**src/rtl/fetch_controller.sv**
```systemverilog
// IF-stage sequencer: owns the PC, addresses a combinational instruction memory,
// applies redirects/stalls, and freezes on the halt word or an out-of-range fetch.
module fetch_controller #(
  parameter logic [31:0] RESET_PC   = 32'h0000_0000,
  parameter int          IMEM_WORDS = 128
) (
  input  logic        clk,
  input  logic        rst_n,
  input  logic        stall,
  input  logic        redirect,
  input  logic [31:0] redirect_target,
  input  logic [31:0] instr_in,
  output logic [31:0] imem_addr,
  output logic [31:0] if_pc,
  output logic [31:0] if_pc4,
  output logic        if_valid,
  output logic        halted,
  output logic        range_err,
  output logic        align_err,
  output logic [31:0] fetch_count,
  output logic [1:0]  dbg_state
);

  // Handshake: a word is presented every cycle; it is accepted on a rising edge
  // exactly when if_valid && !stall && !redirect. Only accepted words are counted.

  typedef enum logic [1:0] {
    S_INIT  = 2'd0,
    S_FETCH = 2'd1,
    S_HALT  = 2'd2
  } state_t;

  localparam logic [29:0] IMEM_LIMIT = 30'(IMEM_WORDS);
  localparam logic [5:0]  HALT_OP    = 6'h3F;

  state_t      state, state_nx;
  logic [31:0] pc, pc_nx;
  logic        range_set, align_set;
  logic        in_range, is_halt_op, count_en;
  logic [31:0] aligned_target;
  logic        unused_instr_bits;

  assign in_range          = pc[31:2] < IMEM_LIMIT;
  assign is_halt_op        = instr_in[31:26] == HALT_OP;
  assign aligned_target    = {redirect_target[31:2], 2'b00};
  assign unused_instr_bits = ^instr_in[25:0];
  assign count_en          = if_valid && !stall && !redirect && (fetch_count != 32'hFFFF_FFFF);

  // State register and architectural state.
  always_ff @(posedge clk or negedge rst_n) begin
    if (!rst_n) begin
      state       <= S_INIT;
      pc          <= RESET_PC;
      range_err   <= 1'b0;
      align_err   <= 1'b0;
      fetch_count <= 32'h0;
    end else begin
      state <= state_nx;
      pc    <= pc_nx;
      if (range_set) range_err <= 1'b1;
      if (align_set) align_err <= 1'b1;
      if (count_en)  fetch_count <= fetch_count + 32'd1;
    end
  end

  // Next-state logic; priority is redirect > stall > range/halt > advance.
  always_comb begin
    state_nx  = state;
    pc_nx     = pc;
    range_set = 1'b0;
    align_set = 1'b0;
    case (state)
      S_INIT: begin
        if (redirect) pc_nx = redirect_target;
        state_nx = S_FETCH;
      end
      S_FETCH: begin
        if (redirect) begin
          pc_nx     = aligned_target;
          align_set = redirect_target[1:0] != 2'b00;
        end else if (stall) begin
          pc_nx = pc;
        end else if (!in_range) begin
          range_set = 1'b1;
          state_nx  = S_HALT;
        end else if (is_halt_op) begin
          state_nx = S_HALT;
        end else begin
          pc_nx = pc + 32'd4;
        end
      end
      S_HALT: begin
        if (redirect) begin
          pc_nx    = aligned_target;
          state_nx = S_FETCH;
        end
      end
      default: begin
        state_nx = S_INIT;
        pc_nx    = RESET_PC;
      end
    endcase
  end

  // Outputs depend on state/pc registers only (plus instr_in for if_valid).
  always_comb begin
    imem_addr = pc;
    if_valid  = 1'b0;
    halted    = 1'b0;
    case (state)
      S_INIT:  imem_addr = 32'hFFFF_FFFC;
      S_FETCH: if_valid  = !is_halt_op && in_range;
      S_HALT:  halted    = 1'b1;
      default: imem_addr = 32'hFFFF_FFFC;
    endcase
  end

  assign if_pc     = pc;
  assign if_pc4    = pc + 32'd4;
  assign dbg_state = state;

endmodule

```
**config.mk**
```make
export PLATFORM = sky130hd
export DESIGN_NAME = fetch_controller
export DESIGN_NICKNAME = d
export VERILOG_FILES = /design/src/rtl/fetch_controller.sv
export SDC_FILE = /design/constraint.sdc
export NUM_CORES = 1
export LEC_CHECK = 0
export CAP_MARGIN = 10
export CELL_PAD_IN_SITES_DETAIL_PLACEMENT = 0
export CELL_PAD_IN_SITES_GLOBAL_PLACEMENT = 1
export CORE_MARGIN = 2
export CORE_UTILIZATION = 32
export CTS_CLUSTER_DIAMETER = 150
export DETAILED_ROUTE_END_ITERATION = 8
export HOLD_SLACK_MARGIN = 0.08
export PLACE_DENSITY = 0.91
export SLEW_MARGIN = 15
export SYNTH_ARGS = -nofsm -noshare
export SYNTH_HDL_FRONTEND = slang
export SYNTH_SLANG_ARGS = --single-unit
```
**constraint.sdc**
```tcl
create_clock -name clk -period 4.5 [get_ports clk]
set_input_delay 0.9 -clock clk [delete_from_list [all_inputs] [get_ports clk]]
set_output_delay 0.9 -clock clk [all_outputs]
set_load 0.02 [all_outputs]
```
# Word level (Yosys, flattened, before mapping)
# Cells that the tools add are included.
# totals
n_memories	0
inputBits	68
latchBits	0
ramBits	0
register_bits	68
rom_bits	0
# op_classes
shift	0
reduce_logical	12
n_bitwise	0
n_lt_le_gt_ge	1
n_div	0
mul	0
n_eq_ne	12
add_sub_neg	2
mux	22
# ops
operator	n
$mux 32	7
$pmux 32 s3	1
$add 32x1->32 const B	1
$add 32x3->32 const B	1
$ne 32x32->1 const B	1
$lt 30x8->1 const B	1
$ne 3x3->1 const B	4
$mux 2	5
$mux 1	8
$ne 2x2->1 const B	4
$eq 6x6->1 const B	1
$pmux 2 s3	1
$reduce_and 5->1	1
$logic_and 1x1->1	4
$reduce_and 4->1	1
$logic_not 1->1	3
$eq 2x1->1 const B	1
$eq 2x2->1 const B	1
$logic_not 2->1	1
$reduce_bool 2->1	1
$reduce_or 2->1	1

# Depth between registers and ports, before layout
# depth
word_depth	7
ltp_mapped	11

# Worst setup path after synthesis
# Ideal clock, no wire load.
# synth_timing
kind	flip-flop to output port
startpoint	reg pc[18], in the netlist if_pc[18]
endpoint	out if_pc4[26]
path_buffers	1
arrival_time_ns	2.173
path_stages_with_launch	7
slack_ns	1.427
path_cell_list	dfrtp_1 -> clkbuf_1 -> and4_1 -> and2_1 -> nand3_1 -> or4_1 -> xnor2_1
# synth_between
elab_chain_len	1
# synth_lines
item	line_no	source
start: declaration	37	logic [31:0] pc, pc_nx;
start signal: assignment	59	pc <= pc_nx;
$add 32x3->32	119	assign if_pc4 = pc + 32'd4;
end: declaration	15	output logic [31:0] if_pc4,
# Every way passes these cells.

# Worst setup path after layout
# layout_timing
startpoint	reg pc[3], in the netlist if_pc[3]
endpoint	out if_pc4[22]
# Same word-level chain as after synthesis.

==> flow_summary.json <==
{
  "crit_slowest_cell": "clkdlybuf4s50_1",
  "antenna_found_initial": 0,
  "maxCapViolations": 0,
  "via_per_inst": 5.16,
  "die_h_um": 120,
  "clkLatencyLatePin_ns": 0.34,
  "cts_setup_buffers": 0,
  "portBuffers": 175,
  "crit_fanout": 7,
  "yosysTopAreaCellShare": 0.397,
  "rsz0062_at_grt": "no",
  "cts-resized-gates": 0,
  "fin_crit_sh": 0.897,
  "cp.depth": 7,
  "grtUsageTotal": 0.195,
  "synth_edf_count": 0,
  "dp_cells": 808,
  "cts_buffers": 9,
  "die_x_um": 120,
  "grt_max_degree": 36,
  "final_cells": 824,
  "end_kind": "output port",
  "diodes": 0,
  "nNetsFinal": 718,
  "drtAntennaViolNets": 0,
  "row_count": 42,
  "synth.top_cells.by_area": "dfrtp_1 40%, xnor2_1 9.0%, nand2_1 5.1%",
  "leakagePower_nw": 2.56,
  "async_reset_ff_frac": 1.00,
  "cts-root-buf": "clkbuf_16",
  "cts_hold_buf": 0,
  "grt_use_met1": 0.231,
  "yosysMostFrequentCell": "dfrtp_1",
  "worst-path-buf-inv": 1,
  "grt_pass1_wl_um": 22100,
  "synth_top_area_cell": "dfrtp_1",
  "synth-main-ff-cell": "dfrtp_1",
  "synth.cells.most_frequent": "68 x dfrtp_1, 58 x nand2_1, 44 x xnor2_1",
  "die_area_um2": 14300,
  "tightest_slew_ns": 0.844,
  "netlist_instances": 478,
  "place_hpwl_um": 10600,
  "outcome": "finished, final reports clean",
  "synth_seq_cells": 68,
  "clock.fmax_ghz": 0.248,
  "syn_nets": 553,
  "timing.slew.headroom": 0.436,
  "tns_ns": 0,
  "crit_type": "register to output port",
  "ys_seq_area_frac": 0.397,
  "drive_gt1_frac": 0.0586,
  "clock-skew-final_ns": 0.00759,
  "setup_viol_count_final": 0,
  "multi_input_area_um2": 2390,
  "areaGrowthSynthToFinish_pct": 50.7,
  "syn_area_per_cell_um2": 8.96,
  "yosysUniqueCellTypes": 51,
  "cp.arrival_ns": 3.14,
  "max_stage_delay_ns": 0.64,
  "grt_pass1_vias": 4145,
  "finalHoldViolCount": 0,
  "tritoncts": "yes",
  "netlist_area_um2": 4280,
  "met3_usage": 0.0561,
  "worstPathCellList": "ha_1 > and2_1 > nand4_1 > nor2_1 > nand2_1 > xnor2_1 > clkdlybuf4s50_1",
  "register_area_um2": 1700,
  "initial_utilization": 0.326,
  "cp-start-kind": "register",
  "vdd_drop_max_mv": 0.246,
  "clockBufferDepth": 2,
  "final_util": 0.491,
  "dr.pass1.iters": 4,
  "clk_pin_slew_worst_paths_ns": 0.06,
  "reg2reg_depth": 6,
  "slew_violations": 0,
  "overflow": 0,
  "crit_family": "simple AND/OR/NAND/NOR gates",
  "holdCritPathClass": "register to register",
  "vias": 4255,
  "busiest_layer": "met2",
  "num-fill-cells": 1233,
  "cts.htree.levels": 3,
  "drc": 0,
  "fp.coreArea_um2": 13100,
  "drt-wirelength-per-cell_um": 17.0,
  "gp_congestion": 0.887,
  "min_path_cells": 1,
  "drt_iter0_markers": 374,
  "drt-total-wl_um": 14000,
  "required_ns": 3.60,
  "fin_crit_ns": 4.04,
  "clock-sinks": 68,
  "yosysWarnings": 0,
  "io_pins": 202,
  "power.density_nw_per_um2": 696,
  "holdWs_ns": 0.465,
  "met2_usage": 0.330
}
==> stage by stage <==
stage / setup slack (ns) / area, um2 / power [W]
after global routing: 0.234 / 6450 / 0.00474
after detailed placement: 0.858 / 6170 / 0.00386
after global placement: 0.833 / 6170 / 0.00381
after floorplan: 1.43 / 4280 / 0.00252
final: 0.464 / 6450 / 0.00449
after CTS: 0.496 / 6450 / 0.00453
==> flip-flops by register name, indices dropped and copies added, names as in the netlist <==
signal and cells:
range_err 1, dbg_state 2, if_pc 32, fetch_count 32, align_err 1
==> kinds of logic (layout without fill, tap and decap cells) <==
family / after synthesis / in the layout / share of synthesized area
XOR/XNOR: 59 / 59 / 0.121
AO/OA/AOI/OAI: 74 / 74 / 0.116
adder cells (fa/ha/maj): 7 / 7 / 0.0204
flip-flops: 68 / 68 / 0.397
multiplexers: 1 / 1 / 0.00263
buffers and inverters: 41 / 211 / 0.0435
AND/OR/NAND/NOR: 228 / 228 / 0.300
==> worst paths after layout <==
check	startpoint	endpoint	slack, ns
max	if_pc[3]	if_pc4[22]	0.46
max reg2reg	if_pc[12]	fetch_count[1]	1.81
min	range_err	range_err	0.47
min reg2reg	range_err	range_err	0.47
min in group asynchronous	rst_n	if_pc[13]	0.66
max in group asynchronous	rst_n	fetch_count[20]	2.85
==> routing by layer <==
layer	routed length [um]	share of wire
met1	5590	0.40
met2	6810	0.49
met3	1280	0.091
met4	356	0.025
met5	0	0
==> power by group <==
part	switching, W	leakage [nW]	internal (W)	total (W)
Clock	0.000253	0.140	0.000418	0.000671
Sequential	0.000258	0.890	0.000743	0.00100
Combinational	0.00152	1.53	0.00130	0.00282
Total	0.00203	2.56	0.00246	0.00449
==> final cells by class <==
class                           count  area share
Multi-Input combinational cell    369       0.371
Timing Repair Buffer              184       0.281
Sequential cell                    68       0.264
Clock buffer                       15      0.0430
Tap cell                          176      0.0341
Inverter                           11     0.00640
Clock inverter                      1    0.000775
==> layout by cell type, fill, tap and decap left out, types with 4 or more instances in the layout <==
cell type / n
buf_4: 9
a22oi_1: 14
nand2_1: 58
o21ai_0: 7
o21ai_1: 15
dfrtp_1: 68
clkbuf_16: 9
nand4_1: 17
nor3_1: 17
clkdlybuf4s50_1: 174
nor4_2: 5
xnor2_1: 44
a22o_1: 5
and3_1: 8
nand2b_1: 30
xor2_1: 15
o31ai_1: 11
nor2_1: 29
and4_1: 6
inv_1: 11
a21oi_1: 10
nand3_1: 26
and2_1: 9
ha_1: 7
nor4_1: 4
Power figures use the tool's default switching activity.
==> edit: new RTL, same settings <==
Add an input register stage for `redirect_target`; this delays it by one clock. The other inputs are not delayed to match.
--- a/src/rtl/fetch_controller.sv
+++ b/src/rtl/fetch_controller.sv
@@ -35,2 +35,8 @@
 
+  logic [31:0] redirect_target_q;
+
+  always_ff @(posedge clk) begin
+    redirect_target_q <= redirect_target;
+  end
+
   state_t      state, state_nx;
@@ -44,3 +50,3 @@
   assign is_halt_op        = instr_in[31:26] == HALT_OP;
-  assign aligned_target    = {redirect_target[31:2], 2'b00};
+  assign aligned_target    = {redirect_target_q[31:2], 2'b00};
   assign unused_instr_bits = ^instr_in[25:0];
@@ -73,3 +79,3 @@
       S_INIT: begin
-        if (redirect) pc_nx = redirect_target;
+        if (redirect) pc_nx = redirect_target_q;
         state_nx = S_FETCH;
@@ -79,3 +85,3 @@
           pc_nx     = aligned_target;
-          align_set = redirect_target[1:0] != 2'b00;
+          align_set = redirect_target_q[1:0] != 2'b00;
         end else if (stall) begin
Function: changed (Yosys sat finds a counterexample within 4 cycles, from zero or initial values and one cycle with rst_n low).
==> edit against the original RTL <==
Setup slack got worse by 0.049 ns; combinational power fell by 2%; non-clock buffer count fell by 2; routed wire length rose by 9.2%; critical path type unchanged; power rose by 8.9%; sequential power rose by 33%; first-iteration DRC count fell by 37%; count of clock-buffer cells in the layout fell by 6; synthesized area rose by 13%; cell area rose by 8.8%; sequential cell count rose by 32.
==> edit: results (changes against the original RTL) <==
[outcome]
outcome = finished clean  ; unchanged

[critical_path]
worst_r2r_path_depth = 7  ; was 6
worst-endpoint-arrival_ns = 3.18  ; was 3.14 ns
timing.critical_path.slowest_cell_delay_ns = 0.62  ; was 0.64 ns
crit-reg2reg-capture = if_pc[31]  ; was fetch_count[1]
reg2reg_setup_slack_ns = 1.63  ; was 1.81 ns
worstPathMaxFanout = 5  ; was 7

[placement]
dp.final_hpwl_um = 11200  ; was 10600 µm
place_congestion = 0.825  ; was 0.887
worst_case_setup_slack_after_placement_ns = 0.819  ; was 0.858 ns

[clock_network]
cts_root_buf = clkbuf_16  ; unchanged
post-cts-setup-buffer-count = 0  ; unchanged
cts-resized-gates = 0  ; unchanged

[finish]
n_antenna_cell = 0  ; unchanged
final.fill_count = 1357  ; was 1233
final_layout_size_suffix_gt1_share_pct = 4.98  ; was 5.86%
finish.net_count = 733  ; was 718

[detailed_routing]
drt_iter0_drc = 235  ; was 374
routedWlPerCell_um = 18.1  ; was 17.0 µm
viasPerCell = 5.25  ; was 5.16
firstDrtPassIters = 5  ; was 4

[power_and_ir_drop]
p_leak_uw = 0.00285  ; was 0.00256 µW
max-vdd-ir-drop_mv = 0.496  ; was 0.246 mV

[logic_synthesis]
ys_top_cells_by_count = dfrtp_1 (68), nand2_1 (55), xnor2_1 (46)  ; was dfrtp_1 (68), nand2_1 (58), xnor2_1 (44)
synth.top_cells.by_area = dfrtp_1 (35%), dfxtp_1 (13%), xnor2_1 (8.3%)  ; was dfrtp_1 (40%), xnor2_1 (9.0%), nand2_1 (5.1%)
asyncSetResetFlopFracSynth_pct = 68.0  ; was 100%
ys_seq_area_share_pct = 48.4  ; was 39.7%
syn-num-nets = 573  ; was 553
synth_cell_type_count = 49  ; was 51

[global_route]
maximum_number_of_pins_on_one_net_before_global_route_repair = 38  ; was 36
grt_pass1_vias = 4494  ; was 4145
grt_usage_pct = 18.9  ; was 19.5%
grt_pass1_wl_um = 24100  ; was 22100 µm

[timing]
maxSlewHeadroom_pct = 25.3  ; was 43.6%
period_share_pct = 90.8  ; was 89.7%
timing.clock.skew_ns = 0.00978  ; was 0.00759 ns

==> edit: changes by cell type in the layout (fill, tap and decap cells not counted), moves of 5 or more <==
cell     change
o21ai_1     -15
and2_1       -5
nor4_2       -5
dfxtp_1     +32
a22oi_1      -7
a22o_1       +8
and3_1       +5
nor3_1       -7
==> edit: cell families after synthesis <==
family                     count (synthesis)  share of synthesized area [%]
adders and majority gates                  7                           1.81
AOI/OAI and AO/OA                         80                           11.8
DFF                                      100                           48.4
and+or+nand+nor                          210                           23.2
xor gates and xnor gates                  58                           10.5
muxes                                      3                          0.672
buffers and inverters                     40                           3.67
==> edit: area by class of cell <==
type	count	share of cell area [%]
Clock inverter	7	1.09
Tap cell	184	3.28
Clock buffer	9	3.21
Inverter	7	0.374
Sequential cell	100	33.3
Timing Repair Buffer	182	25.6
Multi-Input combinational cell	358	33.1
==> edit: worst max path at each step <==
stage / from / end / cells past startpoint
5_1_grt: if_pc[9] / if_pc4[27] / 6
6_report: if_pc[2] / if_pc4[20] / 7
3_3_place_gp: if_pc[2] / if_pc4[20] / 7
4_1_cts: if_pc[2] / if_pc4[20] / 7
3_5_place_dp: if_pc[2] / if_pc4[20] / 7
2_1_floorplan: if_pc[5] / if_pc4[20] / 7
==> edit: where the power goes <==
part           internal (µW)  switching, µW  total, µW
logic                   1260           1520       2770
registers               1040            289       1330
clock network            434            356        790
==> edit: layer usage <==
layer  GRT usage [%]  wire length (µm)  up-vias
li1                -                 -     2068
met1            24.4              6640     2194
met2            31.4              7340      164
met3            4.98              1150       19
met4            5.17               198        0
met5               0                 0        -
==> edit: worst max-delay path, delay by kind of cell, from the launching register on <==
family | cells | cell delay (ns)
buffers and inverters | 1 | 0.62
DFF | 1 | 0.42
adders and majority gates | 1 | 0.28
and+or+nand+nor | 4 | 1.35
xor gates and xnor gates | 1 | 0.17
==> edit: through the flow <==
stage | instances | instance area [µm²] | utilization [%] | hold WS (ns) | total power (µW)
final | 847 | 7020 | 48.0 | 0.468 | 4890
after global routing | 847 | 7020 | 48.0 | 0.483 | 5150
after CTS | 847 | 7020 | 48.0 | 0.470 | 4920
after detailed placement | 831 | 6720 | 45.9 | 0.456 | 4120
after global placement | 831 | 6720 | 45.9 | 0.453 | 4070
after floorplan | 498 | 4840 | - | 0.447 | 2770
